--- src/rtl/jtag_seq_pkg.sv ---
// Shared definitions for the JTAG command sequencer: header field layout,
// FSM state encoding and error codes.
package jtag_seq_pkg;

  localparam int HDR_INST_LSB = 0;
  localparam int HDR_INST_W   = 5;
  localparam int HDR_LEN_LSB  = 5;
  localparam int HDR_LEN_W    = 8;
  localparam int HDR_DEV_LSB  = 13;
  localparam int HDR_DEV_W    = 5;
  localparam int HDR_TGT_BIT  = 18;
  localparam int HDR_VER_BIT  = 19;

  localparam int DATA_WORDS = 8;
  localparam int HDR_WORD   = 8;

  typedef enum logic [3:0] {
    S_IDLE,
    S_FETCH,
    S_CHECK_HDR,
    S_START,
    S_WAIT_BUSY,
    S_WAIT_DONE,
    S_EVAL,
    S_NEXT,
    S_FINISH,
    S_ERROR
  } seq_state_t;

  localparam logic [2:0] ERR_OK        = 3'd0;
  localparam logic [2:0] ERR_HDR       = 3'd1;
  localparam logic [2:0] ERR_START_TMO = 3'd2;
  localparam logic [2:0] ERR_DONE_TMO  = 3'd3;
  localparam logic [2:0] ERR_ABORT     = 3'd4;
  localparam logic [2:0] ERR_VERIFY    = 3'd5;

endpackage

--- src/rtl/jtag_cmd_table.sv ---
// Command table RAM: one write port, one registered read port.
// A read and write of the same word in one cycle returns the old contents.
module jtag_cmd_table #(
  parameter int AW = 7
) (
  input  logic          clk,
  input  logic          wr_en,
  input  logic [AW-1:0] wr_addr,
  input  logic [31:0]   wr_data,
  input  logic          rd_en,
  input  logic [AW-1:0] rd_addr,
  output logic [31:0]   rd_data
);

  logic [31:0] mem [2**AW];

  always_ff @(posedge clk) begin
    if (wr_en) mem[wr_addr] <= wr_data;
    if (rd_en) rd_data <= mem[rd_addr];
  end

endmodule

--- src/rtl/jtag_cmd_sequencer.sv ---
// Replays command table entries into JTAG_master, with optional verify/retry,
// timeouts, abort handling and per-sequence status reporting.
module jtag_cmd_sequencer
  import jtag_seq_pkg::*;
#(
  parameter int ENTRY_AW  = 3,
  parameter int MAX_RETRY = 3,
  parameter int START_TMO = 65535,
  parameter int DONE_TMO  = 2**22
) (
  input  logic                  clk,
  input  logic                  rst,
  input  logic                  tbl_wr_en,
  input  logic [ENTRY_AW+3:0]   tbl_wr_addr,
  input  logic [31:0]           tbl_wr_data,
  input  logic                  run,
  input  logic                  abort,
  input  logic [ENTRY_AW:0]     num_entries,
  output logic                  jm_start_tdc,
  output logic                  jm_start_asd,
  output logic [255:0]          jm_bits,
  output logic [7:0]            jm_bit_length,
  output logic [4:0]            jm_inst,
  output logic [4:0]            jm_device_count,
  input  logic                  jm_busy,
  input  logic                  jm_equal,
  output logic                  seq_busy,
  output logic                  seq_done,
  output logic [2:0]            seq_err_code,
  output logic [ENTRY_AW-1:0]   seq_err_entry,
  output logic [7:0]            seq_retries
);

  seq_state_t          state;
  logic [ENTRY_AW-1:0] entry;
  logic [3:0]          fetch_cnt;
  logic [22:0]         tmo_cnt;
  logic [7:0]          retry_cnt;
  logic                tgt;
  logic                ver;
  logic                abort_pend;
  logic                abort_now;
  logic                rd_en;
  logic [31:0]         rd_data;
  logic [2:0]          widx;
  logic [ENTRY_AW:0]   entry_inc;
  logic                last_entry;

  assign abort_now  = abort | abort_pend;
  assign rd_en      = (state == S_FETCH) && (fetch_cnt <= 4'd8);
  assign widx       = 3'(fetch_cnt - 4'd1);
  assign entry_inc  = {1'b0, entry} + 1'b1;
  assign last_entry = (entry_inc >= num_entries) || (entry == '1);

  jtag_cmd_table #(.AW(ENTRY_AW + 4)) u_table (
    .clk     (clk),
    .wr_en   (tbl_wr_en),
    .wr_addr (tbl_wr_addr),
    .wr_data (tbl_wr_data),
    .rd_en   (rd_en),
    .rd_addr ({entry, fetch_cnt}),
    .rd_data (rd_data)
  );

  // Fetch pipelines reads one word ahead: the word read at count k lands at k+1.
  always_ff @(posedge clk) begin
    if (rst) begin
      state           <= S_IDLE;
      entry           <= '0;
      fetch_cnt       <= '0;
      tmo_cnt         <= '0;
      retry_cnt       <= '0;
      tgt             <= 1'b0;
      ver             <= 1'b0;
      abort_pend      <= 1'b0;
      jm_start_tdc    <= 1'b0;
      jm_start_asd    <= 1'b0;
      jm_bits         <= '0;
      jm_bit_length   <= '0;
      jm_inst         <= '0;
      jm_device_count <= '0;
      seq_busy        <= 1'b0;
      seq_done        <= 1'b0;
      seq_err_code    <= ERR_OK;
      seq_err_entry   <= '0;
      seq_retries     <= '0;
    end else begin
      jm_start_tdc <= 1'b0;
      jm_start_asd <= 1'b0;
      seq_done     <= 1'b0;
      if (abort && seq_busy) abort_pend <= 1'b1;

      case (state)
        S_IDLE: begin
          abort_pend <= 1'b0;
          if (run) begin
            seq_err_code  <= ERR_OK;
            seq_err_entry <= '0;
            seq_retries   <= '0;
            entry         <= '0;
            fetch_cnt     <= '0;
            retry_cnt     <= '0;
            seq_busy      <= 1'b1;
            if (abort) begin
              seq_err_code <= ERR_ABORT;
              state        <= S_ERROR;
            end else if (num_entries == '0) begin
              state <= S_FINISH;
            end else begin
              state <= S_FETCH;
            end
          end
        end

        S_FETCH: begin
          retry_cnt <= '0;
          if (abort_now) begin
            seq_err_code  <= ERR_ABORT;
            seq_err_entry <= entry;
            state         <= S_ERROR;
          end else begin
            if (fetch_cnt == 4'd9) begin
              jm_inst         <= rd_data[HDR_INST_LSB +: HDR_INST_W];
              jm_bit_length   <= rd_data[HDR_LEN_LSB +: HDR_LEN_W];
              jm_device_count <= rd_data[HDR_DEV_LSB +: HDR_DEV_W];
              tgt             <= rd_data[HDR_TGT_BIT];
              ver             <= rd_data[HDR_VER_BIT];
              state           <= S_CHECK_HDR;
            end else begin
              if (fetch_cnt != 4'd0) jm_bits[{widx, 5'd0} +: 32] <= rd_data;
              fetch_cnt <= fetch_cnt + 4'd1;
            end
          end
        end

        S_CHECK_HDR: begin
          if (jm_bit_length < 8'd2 || jm_device_count == 5'd0) begin
            seq_err_code  <= ERR_HDR;
            seq_err_entry <= entry;
            state         <= S_ERROR;
          end else begin
            state <= S_START;
          end
        end

        S_START: begin
          if (abort_now) begin
            seq_err_code  <= ERR_ABORT;
            seq_err_entry <= entry;
            state         <= S_ERROR;
          end else begin
            jm_start_tdc <= ~tgt;
            jm_start_asd <= tgt;
            tmo_cnt      <= '0;
            state        <= S_WAIT_BUSY;
          end
        end

        S_WAIT_BUSY: begin
          if (jm_busy) begin
            tmo_cnt <= '0;
            state   <= S_WAIT_DONE;
          end else if (tmo_cnt >= 23'(START_TMO)) begin
            seq_err_code  <= ERR_START_TMO;
            seq_err_entry <= entry;
            state         <= S_ERROR;
          end else begin
            tmo_cnt <= tmo_cnt + 23'd1;
          end
        end

        // A pending abort is only acted on once the TAP cycle has finished.
        S_WAIT_DONE: begin
          if (!jm_busy) begin
            if (abort_now) begin
              seq_err_code  <= ERR_ABORT;
              seq_err_entry <= entry;
              state         <= S_ERROR;
            end else begin
              state <= S_EVAL;
            end
          end else if (tmo_cnt >= 23'(DONE_TMO)) begin
            seq_err_code  <= ERR_DONE_TMO;
            seq_err_entry <= entry;
            state         <= S_ERROR;
          end else begin
            tmo_cnt <= tmo_cnt + 23'd1;
          end
        end

        S_EVAL: begin
          if (!ver || jm_equal) begin
            state <= S_NEXT;
          end else if (retry_cnt < 8'(MAX_RETRY)) begin
            retry_cnt <= retry_cnt + 8'd1;
            if (seq_retries != 8'hFF) seq_retries <= seq_retries + 8'd1;
            state <= S_START;
          end else begin
            seq_err_code  <= ERR_VERIFY;
            seq_err_entry <= entry;
            state         <= S_ERROR;
          end
        end

        S_NEXT: begin
          if (abort_now) begin
            seq_err_code  <= ERR_ABORT;
            seq_err_entry <= entry;
            state         <= S_ERROR;
          end else if (last_entry) begin
            state <= S_FINISH;
          end else begin
            entry     <= entry + 1'b1;
            fetch_cnt <= '0;
            state     <= S_FETCH;
          end
        end

        S_FINISH, S_ERROR: begin
          seq_done   <= 1'b1;
          seq_busy   <= 1'b0;
          abort_pend <= 1'b0;
          state      <= S_IDLE;
        end

        default: state <= S_IDLE;
      endcase
    end
  end

endmodule

--- config.mk ---
export PLATFORM = sky130hd
export DESIGN_NAME = jtag_cmd_sequencer
export DESIGN_NICKNAME = d
export VERILOG_FILES = /design/src/rtl/jtag_seq_pkg.sv /design/src/rtl/jtag_cmd_table.sv /design/src/rtl/jtag_cmd_sequencer.sv
export SDC_FILE = /design/constraint.sdc
export NUM_CORES = 2
export LEC_CHECK = 0
export CAP_MARGIN = 10
export CORE_UTILIZATION = 62
export CTS_CLUSTER_DIAMETER = 30
export CTS_CLUSTER_SIZE = 30
export DETAILED_ROUTE_END_ITERATION = 8
export HOLD_SLACK_MARGIN = 0.02
export PLACE_DENSITY_LB_ADDON = 0.25
export SLEW_MARGIN = 10
export SYNTH_ARGS = -nofsm -noshare
export SYNTH_HDL_FRONTEND = slang
export SYNTH_SLANG_ARGS = --single-unit
--- constraint.sdc ---
create_clock -name clk -period 6 [get_ports clk]
set_input_delay 1.2 -clock clk [delete_from_list [all_inputs] [get_ports clk]]
set_output_delay 1.2 -clock clk [all_outputs]
set_load 0.05 [all_outputs]
; Word level (Yosys, flattened, before mapping)
; Memory sizes are Yosys's and may differ from the RTL's. A register that Yosys moved wholly into a read port is not among the register bits.
; Cells that the tools add are included.
[classes]
bitwise = 5
n_lt_le_gt_ge = 6
reduce_logical = 31
shift = 2
n_addsub = 8
n_eq_ne = 31
mux = 67
[op_table]
columns = op, n
row1 = 256-bit bitwise mux, 1
row2 = 32-bit by 10-bit variable shift with 256-bit output (first input constant), 1
row3 = 32-bit by 10-bit variable part select with 256-bit output, 1
row4 = 23-bit two-way mux, 5
row5 = 4-bit two-way mux, 21
row6 = 23-bit case mux with 3 select lines, 1
row7 = 3-bit two-way mux, 21
row8 = 8-bit two-way mux, 6
row9 = 3-bit case mux with 6 select lines, 2
row10 = 4-bit case mux with 8 select lines, 1
row11 = 2-bit != test (second input constant), 15
row12 = 8-bit case mux with 3 select lines, 1
row13 = 23-bit by 1-bit adder with 23-bit output (second input constant), 1
row14 = 23-bit by 16-bit greater-or-equal comparator with 1-bit output (second input constant), 1
row15 = 23-bit greater-or-equal comparator (second input constant), 1
row16 = 8-bit by 1-bit adder with 8-bit output (second input constant), 2
row17 = 4-bit by 3-bit == test with 1-bit output (second input constant), 4
row18 = 8-bit by 2-bit < comparator with 1-bit output (second input constant), 2
row19 = 8-bit case mux with 2 select lines, 1
row20 = 4-bit AND reduction, 4
row21 = 4-bit == test (second input constant), 3
row22 = 4-bit case mux with 3 select lines, 1
row23 = 8-bit negation with 10-bit output, 1
row24 = 5-bit AND reduction, 2
row25 = other kinds (33), 51
[totals]
word_cells = 170
output_inout_bits = 292
mem_bits_rw = 4096
input_bits = 50
n_memories = 1
reg_bits = 337
[memory_table]
columns = memory, depth, width, rd, rd_clocked_by_memory_dff, wr, line_no
row1 = u_table.mem, 128, 32, 1, 1, 1, jtag_cmd_table.sv:15  ; logic [31:0] mem [2**AW];

; Logic depth before layout (Yosys ltp)
[logic_depth]
word_depth = 6
depth_mapped = 18

; Hierarchy
; Synthesis repeated with hierarchy kept, for this count alone.
[unflattened]
hier_cells = 7525
hier_area_um2 = 169486.3
[by_module_without_submodules]
columns = module, cells_each, area_per_inst_um2, seq_area_each_um2, instances
row1 = jtag_cmd_table, 5990, 156568.9, 123958.9, 1
row2 = jtag_cmd_sequencer, 1535, 12917.4, 6746.5, 1

; Worst setup path before layout
; OpenSTA, ideal clock, no wires.
[synth_timing]
path_kind = input port to flip-flop
from = input tbl_wr_addr[6]
to = memory u_table.mem[80][0] (enable)
stages = 3
setup_ps = 502
path_slack_ps = 662
arrival_time_ps = 4836
path_cell_list = nor2b_1 > nand3_1 > nor4_1
[synth_lines]
columns = item, line_no
row1 = start: declaration, jtag_cmd_sequencer.sv:14  ; input logic [ENTRY_AW+3:0] tbl_wr_addr,
row2 = end: declaration, jtag_cmd_table.sv:15
; Straight into the memory's write port.

; Final worst setup path
[layout_timing]
from = register fetch_cnt[1]
to = register u_table.rd_data[3], read port of u_table.mem (data pin)
[layout_via]
elab_chain_cells = 2
[layout_rtl]
columns = item, line_no
row1 = start: declaration, jtag_cmd_sequencer.sv:36  ; logic [3:0] fetch_cnt;
row2 = start signal: assignment, jtag_cmd_sequencer.sv:131  ; fetch_cnt <= fetch_cnt + 4'd1;
row3 = 4-bit less-or-equal comparator, jtag_cmd_sequencer.sv:50  ; assign rd_en = (state == S_FETCH) && (fetch_cnt <= 4'd8);
row4 = 1-bit logical AND, jtag_cmd_sequencer.sv:50
row5 = end: declaration, jtag_cmd_table.sv:12  ; output logic [31:0] rd_data
; Several ways; a longest one is shown, not always the timed one.
; A chain may end at the register's enable or synchronous reset.

==> summary.md <==
| Metric | Value |
|---|---|
| Reg2Reg Depth | 9 |
| DRC Markers | 0 |
| Ys async rst share | 0 |
| Critical path required time | 6800 ps |
| Slew Viols, Final | 0 |
| # resized after CTS | 0 |
| DRT iter0 DRCs | 16100 |
| Filler cells | 14200 |
| Worst hold slack | 405 ps |
| Largest net degree at the start of global routing | 164 |
| Pre-antenna DRT Iters | 6 |
| Row cnt | 192 |
| Seq/Total Area, Yosys | 0.766 |
| Min cycle time layout | 5030 ps |
| Startpoint types | flop |
| Period utilization | 0.838 |
| Reg2reg setup slack | 970 ps |
| Height of the die | 527 um |
| CTS buffer count | 677 |
| Mean post-synth cell area | 20.4 sq um |
| CTS clock-pin slew for the worst setup and hold paths | 60 ps |
| Power density over the cells | 408 nW/um^2 |
| RSZ-0062 raised after global routing | false |
| Synth top area cells | edfxtp_1 (73%), mux4_2 (13%), dfxtp_1 (4.0%) |
| Post-layout util | 0.745 |
| Layout cells sized above 1 | 0.278 |
| First-pass GRT wire length | 722000 um |
| # IOs | 342 |
| Syn Nets | 8442 |
| Routed WL | 519000 um |
| Die width | 527 um |
| Pre-CTS setup slack | 1230 ps |
| Vias in the first global route | 95900 |
| Worst skew pair latency | 1070 ps |
| Yosys warns | 0 |
| Total gr overflow | 0 |
| Worst Hold End | u_table.mem[102][15] |
| Top_reg_cell synth | edfxtp_1 |
| Clk buf depth | 4 |
| CP endpoint kind | flop |
| Via density | 7.20 |
| Post-synth EDFFs | 4128 |
| CTS tree | built |
| Wire per inst | 38.7 um |
| Setup CP Type | flop to flop |
| Hold path depth | 1 |
| HPWL after DPL | 289000 um |
| Starting Density | 0.624 |
| Synth Instances | 8375 |
| TNS Setup | 0 ps |
| Core Box Area | 274000 sq um |
| P_leak | 0.0629 uW |
| Slew HR | 0.0707 |
| FF-to-FF Start | fetch_cnt[1] |
| Yosys top cell area share | 0.726 |
| Overall global routing resource usage | 0.375 |
| Number of max-cap violations | 0 |
| Clock skew | 68.3 ps |
| Fmax | 0.199 GHz |
| Synth area leader | edfxtp_1 |
| Mapped cell area | 171000 sq um |
| Routed Antenna Nets | 0 |
| Final hold vios | 0 |
| Worst slew pin tran | 1380 ps |
| P&R area growth vs syn | 19.4% |
| Hold Path Class | input pin to flop |
| Worst R2R End | u_table.rd_data[3] |
| Startpoint of the worst hold path | tbl_wr_data[15] |
| Routed vias | 96600 |
| Sink Count | 4465 |
| Min setup slack post-route | 975 ps |
| Nets@finish | 9296 |
| Max rail drop VDD | 397 uV |
| Post-CTS setup repair buffer count | 0 |
| CTS H-tree lvls | 6 |
| Routability cong. | 0.926 |
| IO buf count | 341 |
| Root Buffer | clkbuf_16 |
| Initial antenna violation count | 53 |
| Distinct cells, synth | 79 |
| Hold buffers post-CTS | 0 |
| Synth Register Bits | 4465 |
| Worst Path Arrival | 5830 ps |
| Outcome | complete, no violations |
| Die Area | 277000 sq um |
| CP max FO | 33 |
| Final setup violation count | 0 |
==> placed cells by master (no fill, tap or decap), drive strengths merged, types with 17 or more instances in the layout <==
cell / n
o211ai: 20
a22oi: 96
clkbuf: 766
nor2b: 18
a31oi: 18
clkdlybuf4s50: 308
o22ai: 68
edfxtp: 4128
bufinv: 83
mux2i: 337
nand3: 237
mux4: 1010
a211oi: 65
a21oi: 365
or3: 17
ha: 17
dfxtp: 337
inv: 101
nand4: 18
nor3: 33
clkinvlp: 83
clkinv: 254
nand2: 417
o221ai: 57
nor2: 239
o21ai: 77
a221oi: 25
diode: 17
buf: 400
==> worst max-delay path, cell delays in order (launching register included) <==
cell and delay (ps):
dfxtp_4 980, buf_12 330, buf_12 300, buf_4 460, mux4_2 310, mux4_2 360, nor2_1 70, a21oi_1 480
o221ai_1 750, a21oi_1 610
==> synth_stat cells (31+ instances only) <==
library cell,count
dfxtp_1,337
mux4_2,1010
o21ai_0,77
buf_2,174
a211oi_1,65
nand2_1,417
mux2i_1,337
edfxtp_1,4128
buf_4,86
o22ai_1,68
nor2_1,239
a22oi_1,96
nor3_1,31
a21oi_1,365
nand3_1,236
o221ai_1,57
clkbuf_1,224
==> through the flow <==
| stage | total power, uW | cells | area [sq um] |
|---|---|---|---|
| 3_5_place_dp | 43100 | 12100 | 180000 |
| 6_report | 83200 | 13400 | 204000 |
| 4_1_cts | 83100 | 13400 | 204000 |
| 5_1_grt | 84800 | 13400 | 204000 |
| 2_1_floorplan | 40300 | 8375 | 171000 |
| 3_3_place_gp | 43000 | 12100 | 180000 |
==> worst max path at each step <==
stage              startpoint                  end
2_1_floorplan  tbl_wr_addr[6]   u_table.mem[80][0]
3_3_place_gp   num_entries[0]         fetch_cnt[0]
3_5_place_dp   tbl_wr_addr[2]    u_table.mem[6][5]
4_1_cts          fetch_cnt[0]  u_table.rd_data[13]
5_1_grt          fetch_cnt[0]   u_table.rd_data[3]
6_report         fetch_cnt[1]   u_table.rd_data[3]
==> metal layers <==
layer | up-vias | share of wire | global-route usage
met5 | - | 0.00054 | 0
met3 | 1750 | 0.14 | 0.117
met1 | 49100 | 0.32 | 0.479
met2 | 9088 | 0.46 | 0.572
li1 | 36600 | - | -
met4 | 42 | 0.069 | 0.217
==> report_power, final <==
| group | switching (uW) | internal, uW |
|---|---|---|
| clock | 15400 | 25000 |
| sequential | 579 | 34300 |
| combinational | 4570 | 3350 |
==> cell families after synthesis <==
kind of cell	Yosys count	synth area share
flops	4465	0.766
mux	1363	0.154
simple gates	1062	0.0278
compound gates	893	0.0335
buf+inv	561	0.0166
fa+ha+maj	17	0.00125
xor+xnor	14	0.000719
==> sequential cells by signal (all words and copies together), names as in the netlist, 3 cells and up <==
| name | count |
|---|---|
| retry_cnt | 8 |
| u_table.mem | 4096 |
| entry | 3 |
| tmo_cnt | 23 |
| u_table.rd_data | 32 |
| jm_bits | 256 |
| state | 4 |
| seq_err_entry | 3 |
| jm_bit_length | 8 |
| fetch_cnt | 4 |
| jm_inst | 5 |
| jm_device_count | 5 |
| seq_retries | 8 |
| seq_err_code | 3 |
==> cell type report <==
class,instances,area [sq um],area share
diodes,17,42.5,0.000209
clock buffers,765,17500,0.0860
clock inverters,494,6130,0.0301
inverters,27,103,0.000503
multi-input cells,3349,38200,0.187
flip-flops and latches,4465,131000,0.641
well taps,3589,4490,0.0220
repair buffers,709,6600,0.0324
No activity file was read; power rests on OpenSTA's default activity.
